==> src/rtl/hex_lexer_fifo.sv <==
// Buffered hex-token lexer: input char FIFO -> IDLE/NUM/BAD lexer -> output byte FIFO.
// Define HEX_LEXER_LOWERCASE_EN to emit hex digits lowercase instead of uppercase.
module hex_lexer_fifo #(
    parameter int IN_DEPTH  = 16,
    parameter int OUT_DEPTH = 16
) (
    input  logic       clk,
    input  logic       rst,
    input  logic       push_back,
    input  logic       pop_front,
    input  logic [7:0] data_in,
    output logic [7:0] data_out,
    output logic       empty,
    output logic       full,
    output logic       error
);

    localparam int IAW = (IN_DEPTH  > 1) ? $clog2(IN_DEPTH)  : 1;
    localparam int OAW = (OUT_DEPTH > 1) ? $clog2(OUT_DEPTH) : 1;

    localparam logic [7:0] ASCII_LF = 8'h0A;
    localparam logic [7:0] ASCII_Q  = 8'h3F;

    typedef enum logic [1:0] {
        ST_IDLE,
        ST_NUM,
        ST_BAD
    } state_t;

    typedef enum logic [1:0] {
        CL_DIGIT,
        CL_SEP,
        CL_OTHER
    } cls_t;

    function automatic cls_t classify(input logic [7:0] c);
        if ((c >= 8'h30 && c <= 8'h39) ||
            (c >= 8'h41 && c <= 8'h46) ||
            (c >= 8'h61 && c <= 8'h66))
            return CL_DIGIT;
        if (c == 8'h20 || c == 8'h09 || c == 8'h0A || c == 8'h0D || c == 8'h2C)
            return CL_SEP;
        return CL_OTHER;
    endfunction

    // Only called on digits; letters are folded to the configured case.
    function automatic logic [7:0] fold_digit(input logic [7:0] c);
`ifdef HEX_LEXER_LOWERCASE_EN
        if (c >= 8'h41 && c <= 8'h46)
            return c | 8'h20;
`else
        if (c >= 8'h61 && c <= 8'h66)
            return c & 8'hDF;
`endif
        return c;
    endfunction

    logic [7:0]     in_mem [IN_DEPTH];
    logic [IAW-1:0] in_wr_ptr;
    logic [IAW-1:0] in_rd_ptr;
    logic [IAW:0]   in_cnt;
    logic           in_empty;
    logic           push_ok;

    logic [7:0]     out_mem [OUT_DEPTH];
    logic [OAW-1:0] out_wr_ptr;
    logic [OAW-1:0] out_rd_ptr;
    logic [OAW:0]   out_cnt;
    logic           out_full;
    logic           out_wr;
    logic [7:0]     out_wr_byte;
    logic           pop_ok;

    state_t         state;
    state_t         state_nxt;
    cls_t           cls_p0;
    logic [7:0]     ch_p0;
    logic           lex_step;
    logic           emit0_vld;
    logic [7:0]     emit0;
    logic           emit1_vld;
    logic [7:0]     emit1;

    logic           pend_vld_p1;
    logic [7:0]     pend_byte_p1;
    logic           pend_drain;

    assign full     = (in_cnt  == (IAW+1)'(IN_DEPTH));
    assign in_empty = (in_cnt  == '0);
    assign out_full = (out_cnt == (OAW+1)'(OUT_DEPTH));
    assign empty    = (out_cnt == '0);

    assign push_ok = push_back && !full;
    assign pop_ok  = pop_front && !empty;

    // A pending second byte blocks the lexer until it has been written out.
    assign lex_step   = !pend_vld_p1 && !in_empty && !out_full;
    assign pend_drain =  pend_vld_p1 && !out_full;

    assign ch_p0  = in_mem[in_rd_ptr];
    assign cls_p0 = classify(ch_p0);

    // ---- stage p0: classify head character, decide emissions ----
    always_comb begin
        state_nxt = state;
        emit0_vld = 1'b0;
        emit0     = 8'h00;
        emit1_vld = 1'b0;
        emit1     = 8'h00;
        if (lex_step) begin
            case (state)
                ST_IDLE: begin
                    if (cls_p0 == CL_DIGIT) begin
                        emit0_vld = 1'b1;
                        emit0     = fold_digit(ch_p0);
                        state_nxt = ST_NUM;
                    end else if (cls_p0 == CL_OTHER) begin
                        emit0_vld = 1'b1;
                        emit0     = ASCII_Q;
                        state_nxt = ST_BAD;
                    end
                end
                ST_NUM: begin
                    emit0_vld = 1'b1;
                    if (cls_p0 == CL_DIGIT) begin
                        emit0 = fold_digit(ch_p0);
                    end else if (cls_p0 == CL_SEP) begin
                        emit0     = ASCII_LF;
                        state_nxt = ST_IDLE;
                    end else begin
                        emit0     = ASCII_LF;
                        emit1_vld = 1'b1;
                        emit1     = ASCII_Q;
                        state_nxt = ST_BAD;
                    end
                end
                ST_BAD: begin
                    if (cls_p0 == CL_SEP) begin
                        emit0_vld = 1'b1;
                        emit0     = ASCII_LF;
                        state_nxt = ST_IDLE;
                    end
                end
                default: state_nxt = ST_IDLE;
            endcase
        end
    end

    always_ff @(posedge clk) begin
        if (rst)
            state <= ST_IDLE;
        else
            state <= state_nxt;
    end

    // ---- stage p1: pending byte and output FIFO write ----
    assign out_wr      = (lex_step && emit0_vld) || pend_drain;
    assign out_wr_byte = pend_drain ? pend_byte_p1 : emit0;

    always_ff @(posedge clk) begin
        if (rst)
            pend_vld_p1 <= 1'b0;
        else if (lex_step && emit1_vld)
            pend_vld_p1 <= 1'b1;
        else if (pend_drain)
            pend_vld_p1 <= 1'b0;
    end

    always_ff @(posedge clk) begin
        if (lex_step && emit1_vld)
            pend_byte_p1 <= emit1;
    end

    always_ff @(posedge clk) begin
        if (push_ok)
            in_mem[in_wr_ptr] <= data_in;
    end

    always_ff @(posedge clk) begin
        if (rst) begin
            in_wr_ptr <= '0;
            in_rd_ptr <= '0;
            in_cnt    <= '0;
        end else begin
            if (push_ok)
                in_wr_ptr <= in_wr_ptr + IAW'(1);
            if (lex_step)
                in_rd_ptr <= in_rd_ptr + IAW'(1);
            case ({push_ok, lex_step})
                2'b10:   in_cnt <= in_cnt + (IAW+1)'(1);
                2'b01:   in_cnt <= in_cnt - (IAW+1)'(1);
                default: in_cnt <= in_cnt;
            endcase
        end
    end

    always_ff @(posedge clk) begin
        if (out_wr)
            out_mem[out_wr_ptr] <= out_wr_byte;
    end

    always_ff @(posedge clk) begin
        if (rst) begin
            out_wr_ptr <= '0;
            out_rd_ptr <= '0;
            out_cnt    <= '0;
        end else begin
            if (out_wr)
                out_wr_ptr <= out_wr_ptr + OAW'(1);
            if (pop_ok)
                out_rd_ptr <= out_rd_ptr + OAW'(1);
            case ({out_wr, pop_ok})
                2'b10:   out_cnt <= out_cnt + (OAW+1)'(1);
                2'b01:   out_cnt <= out_cnt - (OAW+1)'(1);
                default: out_cnt <= out_cnt;
            endcase
        end
    end

    // ---- stage p2: registered output byte and sticky protocol error ----
    always_ff @(posedge clk) begin
        if (rst)
            data_out <= 8'h00;
        else if (pop_ok)
            data_out <= out_mem[out_rd_ptr];
    end

    always_ff @(posedge clk) begin
        if (rst)
            error <= 1'b0;
        else if ((push_back && full) || (pop_front && empty))
            error <= 1'b1;
    end

endmodule

==> config.mk <==
export PLATFORM = sky130hd
export DESIGN_NAME = hex_lexer_fifo
export DESIGN_NICKNAME = d
export VERILOG_FILES = /design/src/rtl/hex_lexer_fifo.sv
export SDC_FILE = /design/constraint.sdc
export NUM_CORES = 1
export LEC_CHECK = 0
export BUFFER_PORTS_ARGS = -buffer_cell sky130_fd_sc_hd__clkbuf_2
export CORE_MARGIN = 1
export CORE_UTILIZATION = 30
export DETAILED_ROUTE_END_ITERATION = 10
export PLACE_DENSITY = 0.51
export REMOVE_ABC_BUFFERS = 1
export SYNTH_ARGS = -nofsm -noshare
export SYNTH_HDL_FRONTEND = slang
export SYNTH_SLANG_ARGS = --single-unit
==> constraint.sdc <==
create_clock -name clk -period 8.8 [get_ports clk]
set_input_delay 0.44 -clock clk [delete_from_list [all_inputs] [get_ports clk]]
set_output_delay 0.44 -clock clk [all_outputs]
set_load 0.03 [all_outputs]
==> PnR_summary.wiki <==
{| class="wikitable"
! Metric !! Value
|-
| Result of the run || finished, final reports clean
|-
| Worst IR drop on VDD || ~150 µV
|-
| Die height || approximately 200 µm
|-
| Synthesis-to-finish area growth || 15.01%
|-
| Core region area || approximately 40,000 µm²
|-
| Final wirelength || 24.94 mm
|-
| Setup-violating endpoint count in the final report || 0
|-
| Clock network power share || between 20% and 30%
|-
| Initial antenna violation count || 0
|-
| RD Place Congestion || a little over 0.7
|-
| Critical hold path startpoint || pop_front
|-
| Maximum achievable frequency || between 150 and 200 MHz
|-
| PostCTS Resize Cnt || 0
|-
| Largest incremental delay on the critical path || approximately 730 ps
|-
| Antenna diode instance count || 0
|-
| Count of buffers added by post-CTS timing repair for setup || 0
|-
| Count of flip-flops with a built-in enable after synthesis || between 200 and 300
|-
| Maximum number of pins on one net before global-route repair || between 40 and 50
|-
| Proportion of power drawn by combinational gates || 29.1%
|-
| Number of vias in the routed layout || ~6,000
|-
| Number of iterations in the first detailed-routing pass || 4
|-
| Data arrival at the endpoint of the critical path || about 5500 ps
|-
| TritonCTS Buffers || 34
|-
| Global-route usage over all layers || 12.60%
|-
| Starting utilization of the core area || between 30% and 40%
|-
| Final Hold Viols || 0
|-
| Count of final max-slew check failures || 0
|-
| Total negative setup slack || 0 ps
|-
| Mapped Avg Cell Area || approximately 18 µm²
|-
| Share of the clock period used by the worst path || between 50 and 60%
|-
| Vias in the first global route || about 6,000
|-
| Number of design rule violations left after detail routing || 0
|-
| Cell-internal power || between 0.003 and 0.004 W
|-
| Clock insertion delay at the later pin of the skew report || roughly 510 ps
|-
| Area occupied by multi-input gates || about 3400 µm²
|-
| Fraction of layout cells with a size suffix above 1 || about 22%
|-
| Worst Path Required || 9230 ps
|-
| Setup slack at placement || 3698 ps
|-
| #FFs+latches synth || between 200 and 300
|-
| FP Rows || 73
|-
| Clock tree from TritonCTS || yes
|-
| Share of total power consumed by net switching || a little under a third
|-
| Critical path endpoint category || register
|-
| Transition at the pin with the smallest max-transition slack || ~1200 ps
|-
| Grt total ovfl || 0
|-
| Portion of total power attributed to sequential cells || about two fifths
|-
| Clock period minus final worst setup slack || 5018 ps
|-
| Class of the most critical setup path || register to register
|-
| Vias/cell || roughly 4.7
|-
| Power density over the cells || roughly 330 nW/µm²
|-
| Filler Cells Inserted || 3,789
|-
| Standard cell with the maximum stage delay on the critical path || dfxtp_2
|-
| Total die area || about 41,000 µm²
|-
| Number of maximum-capacitance constraint violations || 0
|-
| Top post-synthesis cells by count || edfxtp_1 (257), mux4_2 (75), nor2_1 (54), dfxtp_1 (42), nand2_1 (36)
|-
| Final worst slack || roughly 3800 ps
|-
| Routed wire length per instance || 19.47 µm
|-
| Unrepaired setup endpoints after global routing || no
|-
| Fraction of post-synthesis cell area in the top cell type by area || between 60% and 70%
|-
| Combined area of all synthesized cells || 12,090 µm²
|-
| Most common flop cell mapped by yosys || edfxtp_1
|-
| Fraction of synthesis flops using an asynchronous set or reset pin || 0%
|-
| Number of levels the H-tree was split into || 2
|-
| Cell leakage power || 4.578 nW
|-
| CTS Hold Buffers Added || 0
|-
| Register area || roughly 8600 µm²
|-
| Max-slew headroom at the worst pin || 18.21%
|-
| Cell at the root of the clock tree || clkbuf_16
|-
| Library cell with the largest summed area after synthesis || edfxtp_1
|-
| Final Skew || 21.96 ps
|-
| Overall die width || approximately 200 µm
|-
| Synthesis Warnings || 0
|-
| Distinct cell type count after synthesis || 47
|-
| CP startpoint kind || register
|-
| Chain of cells forming the critical path || buf_4 > mux4_2 > mux4_2 > nor3_2 > inv_2 > a221oi_2 > nand3_2 > inv_2 > ha_1 > inv_1 > fa_1 > inv_1 > a21o_1 > a21oi_1 > xnor2_1 > or3_1 > a21oi_1
|-
| # port buffers || 22
|-
| Final layout net count || 765
|-
| Wire length of the first global-routing pass || 38.75 mm
|-
| Worst hold path type || input pin to register
|-
| Worst-case register-to-register setup slack || 3780 ps
|-
| DRC marker count from the first detailed-route iteration || between 200 and 300
|-
| Maximum number of buffers from clock root to sink || 3
|-
| Most instantiated library cell after synthesis || edfxtp_1
|-
| Count of antenna-violating nets left after detailed routing || 0
|-
| Seq/Total Area, Yosys || a little over two thirds
|-
| Largest fanout of any net on the critical path || 22
|-
| Sw power || 0.001449 W
|-
| Leading post-synthesis cells by cell area || edfxtp_1 (64%), mux4_2 (14%), dfxtp_1 (7.0%), ha_1 (1.9%), nor2_1 (1.7%)
|-
| Half-perimeter wire length after placement || between 15 and 20 mm
|-
| CTS clock-pin slew for the worst setup and hold paths || roughly 60 ps
|-
| Sink Count || about 300
|-
| Gate count of the mapped netlist || between 600 and 700
|-
| Ports || 23
|}
-- critical path: cells and delay by family, from the launching register on --
kind | cells | cell delay (ps)
XOR/XNOR | 1 | 130
AO/OA/AOI/OAI | 4 | 610
AND/OR/NAND/NOR | 3 | 950
adder cells (fa/ha/maj) | 2 | 630
flip-flops | 1 | 730
buffers and inverters | 5 | 830
multiplexers | 2 | 1080
-- state kept, by name, summed over array words and instances, names as in the netlist, named ones only --
name and cells:
out_cnt 5, pend_vld_p1 1, pend_byte_p1 1, out_rd_ptr 4, out_wr_ptr 4, in_mem 128, in_wr_ptr 4, data_out 8
state 2, out_mem 128, in_cnt 5, error 1, in_rd_ptr 4
-- final timing paths --
check / cells after the start / endpoint
max: 17 / out_cnt[4]
min reg2reg: 2 / data_out[2]
min: 3 / error
max reg2reg: 17 / out_cnt[4]
-- logic make-up (layout without fill, tap and decap cells) --
family | count (synthesis) | in the layout | share of synthesized area [%]
DFF | 299 | 299 | 70.79
and+or+nand+nor | 155 | 155 | 6.251
muxes | 78 | 78 | 14.23
AOI/OAI and AO/OA | 60 | 60 | 3.188
buffers and inverters | 52 | 109 | 1.935
adders and majority gates | 20 | 20 | 2.194
xor gates and xnor gates | 19 | 19 | 1.377
other | 1 | 16 | 0.03102
-- through the flow --
stage	instance area [µm²]	std cells	util, %	hold WS (ps)	total power, W
5_1_grt	13900	1281	34.99	235.2	0.004916
3_3_place_gp	12840	1222	32.31	441.5	0.003341
6_report	13900	1281	34.99	202.0	0.004652
4_1_cts	13900	1281	34.99	187.2	0.004730
3_5_place_dp	12840	1222	32.31	447.9	0.003359
2_1_floorplan	11990	667	-	460.7	0.002901
-- metal layers --
layer | vias up | wire length (µm) | GRT usage (%)
met5 | - | 0 | 0
met4 | 0 | 629 | 4.135
met3 | 43 | 881 | 2.215
met2 | 95 | 12270 | 21.44
met1 | 3081 | 11160 | 16.25
li1 | 2767 | - | -
-- power groups by stage --
stage | combinational [W] | sequential, W | clock, W
2_1_floorplan | 0.000871 | 0.00203 | 0
3_3_place_gp | 0.00138 | 0.00197 | 0
3_5_place_dp | 0.00139 | 0.00197 | 0
4_1_cts | 0.00139 | 0.00194 | 0.00140
5_1_grt | 0.00151 | 0.00195 | 0.00145
6_report | 0.00135 | 0.00194 | 0.00136
-- final cells by class --
type	instances	area share, %
Inverter	20	0.5400
Multi-Input combinational cell	348	24.26
Clock buffer	49	6.749
Timing Repair Buffer	30	1.224
Clock inverter	10	0.9269
Sequential cell	299	61.57
Tap cell	525	4.725
-- layout by cell type (no fill, tap or decap), drive strengths merged, types with 9 or more instances in the layout --
master / instances
ha: 18
xor2: 12
o21ai: 10
dfxtp: 42
conb: 16
edfxtp: 257
nor2: 54
inv: 22
mux4: 75
a21oi: 27
clkbuf: 71
nor2b: 9
nand2: 36
and3: 16
Power figures use the tool's default switching activity.
